### config.mk
export PLATFORM = sky130hd
export DESIGN_NAME = exmem_memwb_fwd_source
export DESIGN_NICKNAME = d
export VERILOG_FILES = /design/src/rtl/exmem_memwb_fwd_source.sv
export SDC_FILE = /design/constraint.sdc
export NUM_CORES = 1
export LEC_CHECK = 0
export ABC_AREA = 1
export ABC_CLOCK_PERIOD_IN_PS = 6000
export BUFFER_PORTS_ARGS = -buffer_cell sky130_fd_sc_hd__buf_4
export CORE_UTILIZATION = 30
export DETAILED_ROUTE_END_ITERATION = 10
export GPL_ROUTABILITY_DRIVEN = 0
export PLACE_DENSITY = 0.61
export SYNTH_ARGS = -nofsm -noshare
export SYNTH_HDL_FRONTEND = slang
export SYNTH_SLANG_ARGS = --single-unit
### constraint.sdc
create_clock -name clk -period 6 [get_ports clk]
set_input_delay 0.9 -clock clk [delete_from_list [all_inputs] [get_ports clk]]
set_output_delay 0.9 -clock clk [all_outputs]
set_load 0.03 [all_outputs]
### src/rtl/exmem_memwb_fwd_source.sv
// exmem_memwb_fwd_source: EX/MEM + MEM/WB stage registers; forwarding sources, data-memory request, load-use bubble, retire counter
module exmem_memwb_fwd_source #(
  parameter int DATA_W = 16,
  parameter int REG_AW = 3,
  parameter int CNT_W  = 16
) (
  input  logic              clk,
  input  logic              rst,
  input  logic              stall,
  input  logic              ex_valid,
  input  logic              ex_flush,
  input  logic [DATA_W-1:0] ex_alu_out,
  input  logic [DATA_W-1:0] ex_store_data,
  input  logic              ex_reg_write_en,
  input  logic [REG_AW-1:0] ex_dst_reg,
  input  logic              ex_mem_read,
  input  logic              ex_mem_write,
  input  logic [REG_AW-1:0] idex_rs,
  input  logic [REG_AW-1:0] idex_rt,
  input  logic              idex_rt_valid,
  input  logic [DATA_W-1:0] mem_read_data,
  output logic [DATA_W-1:0] EXMEM_ALUOUT,
  output logic              EXMEM_RegWriteEN,
  output logic [REG_AW-1:0] EXMEM_DstRegNum,
  output logic [DATA_W-1:0] mem_addr,
  output logic [DATA_W-1:0] mem_wdata,
  output logic              mem_rd_en,
  output logic              mem_wr_en,
  output logic [DATA_W-1:0] WB_DATA,
  output logic              MEMWB_RegWriteEN,
  output logic [REG_AW-1:0] MEMWB_DstRegNum,
  output logic              load_use_stall,
  output logic [CNT_W-1:0]  retire_count
);
  logic              exm_valid_q, exm_valid_d, exm_we_q, exm_we_d;
  logic              exm_rd_q, exm_rd_d, exm_wr_q, exm_wr_d;
  logic [DATA_W-1:0] exm_alu_q, exm_alu_d, exm_sd_q, exm_sd_d;
  logic [REG_AW-1:0] exm_dst_q, exm_dst_d;
  logic              mwb_valid_q, mwb_valid_d, mwb_we_q, mwb_we_d;
  logic [DATA_W-1:0] mwb_data_q, mwb_data_d;
  logic [REG_AW-1:0] mwb_dst_q, mwb_dst_d;
  logic [CNT_W-1:0]  retire_q, retire_d;
  logic              bubble;
  assign load_use_stall = exm_valid_q & exm_rd_q & exm_we_q &
                          ((exm_dst_q == idex_rs) | (idex_rt_valid & (exm_dst_q == idex_rt)));
  assign bubble = ex_flush | load_use_stall | !ex_valid;
  always_comb begin
    exm_valid_d = stall ? exm_valid_q : !bubble;
    exm_we_d    = stall ? exm_we_q    : !bubble & ex_reg_write_en;
    exm_rd_d    = stall ? exm_rd_q    : !bubble & ex_mem_read;
    exm_wr_d    = stall ? exm_wr_q    : !bubble & ex_mem_write;
    exm_alu_d   = stall ? exm_alu_q   : bubble ? '0 : ex_alu_out;
    exm_sd_d    = stall ? exm_sd_q    : bubble ? '0 : ex_store_data;
    exm_dst_d   = stall ? exm_dst_q   : bubble ? '0 : ex_dst_reg;
    mwb_valid_d = stall ? mwb_valid_q : exm_valid_q;
    mwb_we_d    = stall ? mwb_we_q    : exm_valid_q & exm_we_q & !exm_wr_q;
    mwb_data_d  = stall ? mwb_data_q  : exm_rd_q ? mem_read_data : exm_alu_q;
    mwb_dst_d   = stall ? mwb_dst_q   : exm_dst_q;
    retire_d    = retire_q + CNT_W'(mwb_valid_q & !stall);
  end
  always_ff @(posedge clk or posedge rst) begin
    if (rst) begin
      exm_valid_q <= 1'b0;
      exm_we_q    <= 1'b0;
      exm_rd_q    <= 1'b0;
      exm_wr_q    <= 1'b0;
      exm_alu_q   <= '0;
      exm_sd_q    <= '0;
      exm_dst_q   <= '0;
      mwb_valid_q <= 1'b0;
      mwb_we_q    <= 1'b0;
      mwb_data_q  <= '0;
      mwb_dst_q   <= '0;
      retire_q    <= '0;
    end else begin
      exm_valid_q <= exm_valid_d;
      exm_we_q    <= exm_we_d;
      exm_rd_q    <= exm_rd_d;
      exm_wr_q    <= exm_wr_d;
      exm_alu_q   <= exm_alu_d;
      exm_sd_q    <= exm_sd_d;
      exm_dst_q   <= exm_dst_d;
      mwb_valid_q <= mwb_valid_d;
      mwb_we_q    <= mwb_we_d;
      mwb_data_q  <= mwb_data_d;
      mwb_dst_q   <= mwb_dst_d;
      retire_q    <= retire_d;
    end
  end
  assign EXMEM_ALUOUT     = exm_alu_q;
  assign EXMEM_RegWriteEN = exm_we_q;
  assign EXMEM_DstRegNum  = exm_dst_q;
  assign mem_addr         = exm_alu_q;
  assign mem_wdata        = exm_sd_q;
  assign mem_rd_en        = exm_valid_q & exm_rd_q;
  assign mem_wr_en        = exm_valid_q & exm_wr_q;
  assign WB_DATA          = mwb_data_q;
  assign MEMWB_RegWriteEN = mwb_we_q;
  assign MEMWB_DstRegNum  = mwb_dst_q;
  assign retire_count     = retire_q;
endmodule

==> flow_summary.json, run 1 <==
{
  "outcome": "finished, final reports clean",
  "synth.ff_latch_count": 76,
  "globalRouteOverflowTotal": 0,
  "hold_removal_path_class": "reg2reg",
  "design.portCount": 157,
  "drt-pass1-iter-count": 4,
  "post_cts_buffers": 0,
  "timing_hold_violations_final": 0,
  "grt_max_degree": 77,
  "numCtsBuffers": 9,
  "powerDensity_nw_per_um2": 296.9,
  "fill_cells": 1165,
  "fin_tns_setup_ns": 0,
  "least_margin_pin_slew_ns": 0.9869,
  "drt_wl_total_mm": 9.309,
  "cts_clk_pin_slew_worst_paths_ns": 0.06,
  "design.die.area_um2": 12200,
  "yosys_warnings": 0,
  "first_global_vias": 3076,
  "fmax_mhz": 324.9,
  "grt_use_total_pct": 15.58,
  "final_min_period_over_clock_period_pct": 51.30,
  "die_height_um": 110.5,
  "netlist_top_cells_area": "dfrtp_1, nand2_1, a21oi_1",
  "rsz0062_at_grt": "no",
  "finalHoldWorstSlack_ns": 0.4641,
  "critical_path.max_fanout": 40,
  "die_width_um": 110.5,
  "cts_sinks": 76,
  "synthesis.area_um2": 3528,
  "placeableCoreArea_um2": 11420,
  "clock_tree.root_cell": "clkbuf_16",
  "critPathArrivalTime_ns": 2.18,
  "post_cts_resized": 0,
  "drc": 0,
  "htree_num_levels": 3,
  "leakagePower_nw": 2.695,
  "drtAntennaViolNets": 0,
  "cap_violations": 0,
  "tritoncts": "built",
  "dp.final_hpwl_mm": 6.291,
  "sequential_cell_area_um2": 1902,
  "worst_setup_path_end_kind": "output pin",
  "average_size_of_a_mapped_cell_um2": 8.933,
  "path_class": "reg2out",
  "start_kind": "flop",
  "max-vdd-ir-drop_mv": 0.1078,
  "seq_area_frac_synth_pct": 53.90,
  "routed-via-count": 3102,
  "std_cell_rows": 39,
  "period_minus_slack_ns": 3.078,
  "route.detailed.vias_per_inst": 4.582,
  "postCtsHoldBufs": 0,
  "antenna_found_initial": 0,
  "post_synth_num_cell_types": 26,
  "antennaDiodeCount": 0,
  "worstPathRequired_ns": 5.10,
  "detail_route.iter0.violations": 137,
  "clock_insertion_delay_worst_skew_ns": 0.33,
  "portBuffers": 156,
  "number_of_cells_produced_by_synthesis": 395,
  "start_util_pct": 30.90,
  "cts.path.max_buffers": 2,
  "timing_max_transition_violations_final": 0,
  "finalSetupViolations": 0,
  "first_pass_grt_wire_length_mm": 15.32,
  "normalized_max_slew_margin_pct": 34.21,
  "num-nets-final": 597,
  "yosysTopAreaCellShare_pct": 53.90,
  "average_detailed_routed_wire_length_per_instance_um": 13.75,
  "post_route_cells_drive_above_1_share_pct": 37.27,
  "synthDominantAreaCellType": "dfrtp_1",
  "syn_to_final_growth_pct": 41.03,
  "fin_skew_ns": 0.007151,
  "multiInputGateArea_um2": 1316,
  "nets_in_the_synthesized_netlist": 463
}
metrics by stage:
step	utilization, %	setup WS (ns)	total power, W	cells	cell area, um2
after floorplan	-	3.162	0.0007850	395	3528
after global placement	40.81	3.069	0.0009138	661	4659
after detailed placement	40.81	3.031	0.0009188	661	4659
after CTS	43.58	2.878	0.001502	677	4976
after global routing	43.58	2.763	0.001548	677	4976
final	43.58	2.922	0.001478	677	4976
cell usage after synthesis (all sizes together):
library cell and n:
a21oi 32, buf 28, clkbuf 7, dfrtp 76
ha 2, inv 20, nand2 129, nand3 42
nand4 4, nor2 29, nor3 3, nor3b 1
o21ai 4, o31ai 1, or2 2, xnor2 5
xor2 10
path summary, 6_finish.rpt:
check | startpoint | end | slack [ns] | depth (start not counted)
min reg2reg | retire_count[15] | retire_count[15] | 0.46 | 1
min in group asynchronous | rst | retire_count[8] | 0.88 | 3
max | exm_rd_q | load_use_stall | 2.92 | 5
max reg2reg | exm_rd_q | mem_wdata[9] | 4.10 | 5
min | retire_count[15] | retire_count[15] | 0.46 | 1
max in group asynchronous | rst | WB_DATA[15] | 4.47 | 3
layer usage:
layer  part of all wire (%)  vias up  GRT usage (%)
met3                    5.8       14          3.897
met2                     49      107          25.38
met4                    1.8        0          6.311
met5                      0        -              0
met1                     44     1469          19.70
li1                       -     1512              -
placed cells by master, fill, tap and decap left out, types with 2 or more instances in the layout:
cell,synthesis,routed
inv_1,17,16
nor3_1,2,2
xor2_1,10,10
dfrtp_1,76,76
nand3_1,26,26
nand3_2,16,16
ha_1,2,2
o21ai_0,4,4
nand2_1,127,127
buf_4,18,158
nand4_1,4,4
a21oi_1,32,32
inv_2,3,3
bufinv_16,0,2
or2_1,2,2
clkinv_2,0,4
nor2_1,28,28
clkbuf_16,0,9
xnor2_1,5,5
state kept, by name (all words and copies together) (netlist names):
register and flops:
mem_wdata 16, retire_count 16, EXMEM_ALUOUT 16, EXMEM_DstRegNum 3, mwb_valid_q 1, EXMEM_RegWriteEN 1, WB_DATA 16, exm_wr_q 1
MEMWB_RegWriteEN 1, exm_rd_q 1, MEMWB_DstRegNum 3, exm_valid_q 1
where the power goes:
| group | total (W) | leakage [nW] | internal (W) | switching [W] |
|---|---|---|---|---|
| Combinational | 0.000303 | 1.54 | 0.000118 | 0.000185 |
| Sequential | 0.000603 | 1.00 | 0.000558 | 0.0000445 |
| Clock | 0.000572 | 0.155 | 0.000362 | 0.000209 |
cell type report:
| cell class | instances | area share (%) |
|---|---|---|
| clock inverter | 7 | 1.836 |
| tap | 143 | 3.596 |
| clock buffer | 9 | 4.526 |
| timing repair buffer | 158 | 23.84 |
| sequential | 76 | 38.22 |
| inverter | 20 | 1.534 |
| multi-input combinational | 264 | 26.45 |
worst max-delay path, stage by stage (launching register included):
cell and delay [ns]:
dfrtp_1 0.79, nand2_1 0.17, nor2_1 0.22, nand2_4 0.34
inv_1 0.14, buf_4 0.17
cells by family after synthesis:
family,Yosys count,synth area share [%]
AO/OA/AOI/OAI,37,5.319
flip-flops,76,53.90
adder cells (fa/ha/maj),2,0.7091
XOR/XNOR,15,3.723
buffers and inverters,55,8.972
AND/OR/NAND/NOR,210,27.38
Power figures use the tool's default switching activity.
==> inputs of run 2 (changes only) <==
--- a/config.mk
+++ b/config.mk
@@ -6,7 +6,7 @@
 export NUM_CORES = 1
 export LEC_CHECK = 0
 export ABC_AREA = 1
-export ABC_CLOCK_PERIOD_IN_PS = 6000
+export ABC_CLOCK_PERIOD_IN_PS = 3200
 export BUFFER_PORTS_ARGS = -buffer_cell sky130_fd_sc_hd__buf_4
 export CORE_UTILIZATION = 30
 export DETAILED_ROUTE_END_ITERATION = 10
==> constraint.sdc (replaced) <==
create_clock -name clk -period 3.2 [get_ports clk]
set_input_delay 0.48 -clock clk [delete_from_list [all_inputs] [get_ports clk]]
set_output_delay 0.48 -clock clk [all_outputs]
set_load 0.03 [all_outputs]
==> run 2 against run 1 <==
Against the previous run:
- design area grew 0.70%
- highest routed layer unchanged
- critical path type unchanged
- cell count rose by 0.30%
- via count shrank 0.74%
- first-iteration DRC count is 4.4% higher
- register-to-register slack worse by 2.4 ns
- power is 88% higher
==> flow_summary.json, run 2 (same netlist as run 1, synthesis figures left out) <==
{
  "first_pass_grt_wire_length_mm": 15.15,
  "design.portCount": 157,
  "average_detailed_routed_wire_length_per_instance_um": 13.67,
  "sequential_cell_area_um2": 1902,
  "netSwitchingPower_w": 0.0008041,
  "drt-pass1-iter-count": 4,
  "first_global_vias": 2928,
  "detail_route.iter0.violations": 143,
  "clkPwrFrac_pct": 38.7,
  "antenna_found_initial": 0,
  "cts_clk_pin_slew_worst_paths_ns": 0.06,
  "post_route_cells_drive_above_1_share_pct": 37.31,
  "cts.path.max_buffers": 2,
  "syn_to_final_growth_pct": 42.02,
  "p_int_w": 0.001971,
  "post_cts_buffers": 0,
  "start_util_pct": 30.90,
  "part_of_the_total_power_dissipated_in_combinational_logic_pct": 20.8,
  "std_cell_rows": 39,
  "design.die.area_um2": 12200,
  "clock_insertion_delay_worst_skew_ns": 0.32,
  "finalSetupViolations": 0,
  "fin_tns_setup_ns": 0,
  "outcome": "finished, final reports clean",
  "drt_wl_total_mm": 9.284,
  "globalRouteOverflowTotal": 0,
  "die_height_um": 110.5,
  "placeableCoreArea_um2": 11420,
  "timing_hold_violations_final": 0,
  "final_design_area_no_fill_um2": 5011,
  "die_width_um": 110.5,
  "fin_skew_ns": 0.007692,
  "drc": 0,
  "path_class": "reg2out",
  "dp.final_hpwl_mm": 6.563,
  "critPathArrivalTime_ns": 1.79,
  "grt_max_degree": 49,
  "post_cts_resized": 0,
  "final_core_util_pct": 43.89,
  "timing_max_transition_violations_final": 0,
  "seq_power_share_pct": 40.5,
  "cap_violations": 0,
  "antennaDiodeCount": 0,
  "normalized_max_slew_margin_pct": 40.43,
  "powerDensity_nw_per_um2": 553.9,
  "cts_sinks": 76,
  "rr_worst_depth": 9,
  "placement.cell_area_um2": 4695,
  "worstPathRequired_ns": 2.72,
  "portBuffers": 156,
  "grt_use_total_pct": 15.35,
  "finalHoldWorstSlack_ns": 0.3318,
  "fill_cells": 1149,
  "hold_removal_path_class": "in2async",
  "power.share.switching_pct": 28.97,
  "least_margin_pin_slew_ns": 0.8925,
  "numCtsBuffers": 9,
  "routed-via-count": 3079,
  "htree_num_levels": 3,
  "tritoncts": "built",
  "multiInputGateArea_um2": 1316,
  "final_min_period_over_clock_period_pct": 70.93,
  "clock_tree.root_cell": "clkbuf_16",
  "fmax_mhz": 440.5,
  "worst_setup_path_end_kind": "output pin",
  "max-vdd-ir-drop_mv": 0.2839,
  "drtAntennaViolNets": 0,
  "period_minus_slack_ns": 2.270,
  "start_kind": "flop",
  "most_common_library_cell_in_the_layout_ignoring_fill_and_taps": "buf_4",
  "critical_path.max_fanout": 40,
  "most-common-layout-cells": "buf_4, nand2_1, dfrtp_1",
  "rsz0062_at_grt": "no",
  "postCtsHoldBufs": 0,
  "leakagePower_nw": 2.715,
  "route.detailed.vias_per_inst": 4.535,
  "num-nets-final": 600
}
[run 2: cell types whose count changed in the layout (fill, tap and decap cells not counted), sizes merged]
cell | before | now
clkinvlp | 1 | 0
clkbuf | 9 | 11
buf | 158 | 161
clkinv | 5 | 3
[run 2: cell type report]
class                           count  share of cell area, %
Clock buffer                       11                  4.844
Clock inverter                      4                  1.473
Inverter                           20                  1.523
Multi-Input combinational cell    264                  26.27
Sequential cell                    76                  37.95
Tap cell                          143                  3.571
Timing Repair Buffer              161                  24.37
[run 2: through the flow]
step                instances  total power (W)  setup WS [ns]
CTS                       679         0.002825         0.8878
floorplan                 395         0.001472         0.7817
global route              679         0.002897         0.7963
detailed placement        664         0.001728          1.095
finish                    679         0.002776         0.9301
global placement          664         0.001720          1.115
[run 2: routing by layer]
metal	global-route usage, %	vias to the layer above	wire (um)
met4	4.800	0	75
met1	19.78	1456	4148
met5	0	-	0
li1	-	1515	-
met2	25.26	102	4534
met3	3.842	6	526
[run 2: worst paths after layout]
| kind | startpoint | end | slack [ns] |
|---|---|---|---|
| min in group clk | ex_store_data[6] | mem_wdata[6] | 0.37 |
| worst max register to register | EXMEM_DstRegNum[1] | EXMEM_ALUOUT[6] | 1.68 |
| worst min-delay path | rst | WB_DATA[12] | 0.33 |
| worst max-delay path | EXMEM_DstRegNum[1] | load_use_stall | 0.93 |
| worst min register to register | mem_wdata[14] | mem_wdata[14] | 0.48 |
| max in group asynchronous | rst | exm_wr_q | 2.23 |
[run 2: critical path, cell delays in order (launching register included)]
cell	delay [ns]
dfrtp_1	0.43
inv_2	0.09
nand2_1	0.05
nand2_1	0.05
nor2_1	0.04
nand2_1	0.06
nand2_2	0.06
nand2_4	0.40
inv_1	0.09
buf_4	0.18
[run 2: power by group through the flow]
stage | combinational, W | clock (W) | sequential, W
CTS | 0.000586 | 0.00111 | 0.00113
finish | 0.000578 | 0.00107 | 0.00112
detailed placement | 0.000585 | 0 | 0.00114
floorplan | 0.000181 | 0 | 0.00129
global route | 0.000620 | 0.00114 | 0.00114
global placement | 0.000579 | 0 | 0.00114
==> inputs of run 3 (changes only) <==
--- a/config.mk
+++ b/config.mk
@@ -6,7 +6,7 @@
 export NUM_CORES = 1
 export LEC_CHECK = 0
 export ABC_AREA = 1
-export ABC_CLOCK_PERIOD_IN_PS = 3200
+export ABC_CLOCK_PERIOD_IN_PS = 2200
 export BUFFER_PORTS_ARGS = -buffer_cell sky130_fd_sc_hd__buf_4
 export CORE_UTILIZATION = 30
 export DETAILED_ROUTE_END_ITERATION = 10
==> constraint.sdc (replaced) <==
create_clock -name clk -period 2.2 [get_ports clk]
set_input_delay 0.33 -clock clk [delete_from_list [all_inputs] [get_ports clk]]
set_output_delay 0.33 -clock clk [all_outputs]
set_load 0.03 [all_outputs]
==> run 3 against run 2 <==
Against the previous run:
- cell count up 0.44%
- combinational power up 46%
- design area up 0.62%
- sequential share of layout area down 0.24 points
- utilization up 0.27 points
- critical path depth unchanged
- clock skew down 0.00055 ns
- largest cell class unchanged
==> flow_summary.json, run 3 (same netlist as run 1, synthesis figures left out) <==
{
  "clock_insertion_delay_worst_skew_ns": 0.33,
  "grt_use_total_pct": 15.71,
  "crit_slowest_cell": "dfrtp_1",
  "drt-pass1-iter-count": 4,
  "critical_path_cell_count": 9,
  "rsz0062_at_grt": "no",
  "clock_tree.root_cell": "clkbuf_16",
  "power_w": 0.004048,
  "layout_setup_ws_ns": 0.3548,
  "final_core_util_pct": 44.16,
  "post_route_cells_drive_above_1_share_pct": 37.66,
  "most-common-layout-cells": "buf_4, nand2_1, dfrtp_1",
  "num-nets-final": 602,
  "dp.final_hpwl_mm": 6.596,
  "leakagePower_nw": 2.716,
  "cp.buffers_inverters": 3,
  "timing_max_transition_violations_final": 0,
  "start_util_pct": 30.90,
  "cts.path.max_buffers": 2,
  "design.portCount": 157,
  "post_placement_cell_count": 666,
  "first_pass_grt_wire_length_mm": 15.37,
  "period_minus_slack_ns": 1.845,
  "met1_length_mm": 4.163,
  "normalized_max_slew_margin_pct": 62.52,
  "worst_slack_at_placement_ns": 0.5725,
  "hold_removal_path_class": "in2async",
  "critPathArrivalTime_ns": 1.52,
  "globalRouteOverflowTotal": 0,
  "start_kind": "flop",
  "timing_hold_violations_final": 0,
  "drc": 0,
  "post_cts_resized": 0,
  "finish.cell_count_without_fillers": 682,
  "least_margin_pin_slew_ns": 0.5616,
  "fin_skew_ns": 0.007143,
  "std_cell_rows": 39,
  "portBuffers": 156,
  "crit_path_frequent_cell": "nand2_1",
  "cp_cell_sequence": "inv_2 > nand2_1 > nand2_1 > nor2_1 > nand2_1 > nand2_2 > nand2_4 > inv_1 > buf_4",
  "syn_to_final_growth_pct": 42.91,
  "die_height_um": 110.5,
  "grt_max_degree": 77,
  "met2_wirelength_mm": 4.586,
  "post_cts_buffers": 0,
  "postCtsHoldBufs": 0,
  "outcome": "finished, final reports clean",
  "worst_setup_path_end_kind": "output pin",
  "worstPathRequired_ns": 1.87,
  "powerDensity_nw_per_um2": 802.8,
  "rr_worst_depth": 8,
  "die_width_um": 110.5,
  "cp_top_family": "simple AND/OR/NAND/NOR gates",
  "average_detailed_routed_wire_length_per_instance_um": 13.80,
  "tritoncts": "built",
  "cap_violations": 0,
  "drtAntennaViolNets": 0,
  "first_global_vias": 3076,
  "routed-via-count": 3113,
  "detail_route.iter0.violations": 165,
  "wl_met3_um": 537,
  "cts_clk_pin_slew_worst_paths_ns": 0.06,
  "placeableCoreArea_um2": 11420,
  "cts_sinks": 76,
  "max-vdd-ir-drop_mv": 0.4372,
  "fmax_mhz": 541.9,
  "design.die.area_um2": 12200,
  "finalSetupViolations": 0,
  "final_min_period_over_clock_period_pct": 83.87,
  "highest_metal_layer_used_by_the_detailed_router": "met4",
  "drt_wl_total_mm": 9.410,
  "most_common_library_cell_in_the_layout_ignoring_fill_and_taps": "buf_4",
  "numCtsBuffers": 9,
  "critical-path-max-stage-delay_ns": 0.42,
  "antenna_found_initial": 0,
  "fin_tns_setup_ns": 0,
  "path_class": "reg2out",
  "antennaDiodeCount": 0,
  "htree_num_levels": 3,
  "critical_path.max_fanout": 13,
  "route.detailed.vias_per_inst": 4.565
}
[run 3: cell types whose count changed in the layout (fill, tap and decap cells not counted)]
cell,change
clkbuf_8,-1
buf_12,+1
buf_4,+1
clkinv_2,-1
clkinvlp_4,+3
[run 3: worst reg2reg max path, delay by kind of cell, from the launching register on]
family	cells	cell delay, ns
xor gates and xnor gates	1	0.13
adders and majority gates	2	0.42
buffers and inverters	1	0.04
DFF	1	0.33
and+or+nand+nor	4	0.48
[run 3: layer usage]
metal | global-route usage (%) | vias to the layer above
li1 | - | 1519
met1 | 19.39 | 1487
met2 | 26.25 | 95
met3 | 4.446 | 12
met4 | 5.422 | 0
met5 | 0 | -
[run 3: area by class of cell]
type | count | area, um2
clock inverters | 6 | 88.84
inverters | 20 | 78.83
well taps | 143 | 178.9
repair buffers | 163 | 1249
flip-flops and latches | 76 | 1902
clock buffers | 10 | 229.0
fillers | 1158 | 6376
multi-input cells | 264 | 1316
[run 3: path summary, 6_finish.rpt]
kind                                    start          endpoint  slack, ns
max in group asynchronous                 rst      mem_wdata[0]       1.76
min in group clk            ex_store_data[14]     mem_wdata[14]       0.22
min reg2reg                      mem_wdata[0]      mem_wdata[0]       0.49
max reg2reg                       mwb_valid_q  retire_count[14]       0.69
min                                       rst  retire_count[12]       0.13
max                        EXMEM_DstRegNum[1]    load_use_stall       0.35
[run 3: metrics by stage]
stage          hold slack, ns  cell area, um2
2_1_floorplan          0.4520            3532
3_3_place_gp           0.4653            4725
3_5_place_dp           0.4690            4725
4_1_cts                0.1414            5042
5_1_grt                0.1519            5042
6_report               0.1279            5042
[run 3: where the power goes]
part	internal (W)	switching, W	total [W]
clock network	0.000993	0.000572	0.00157
logic	0.000330	0.000516	0.000846
registers	0.00152	0.000115	0.00164
total	0.00285	0.00120	0.00405
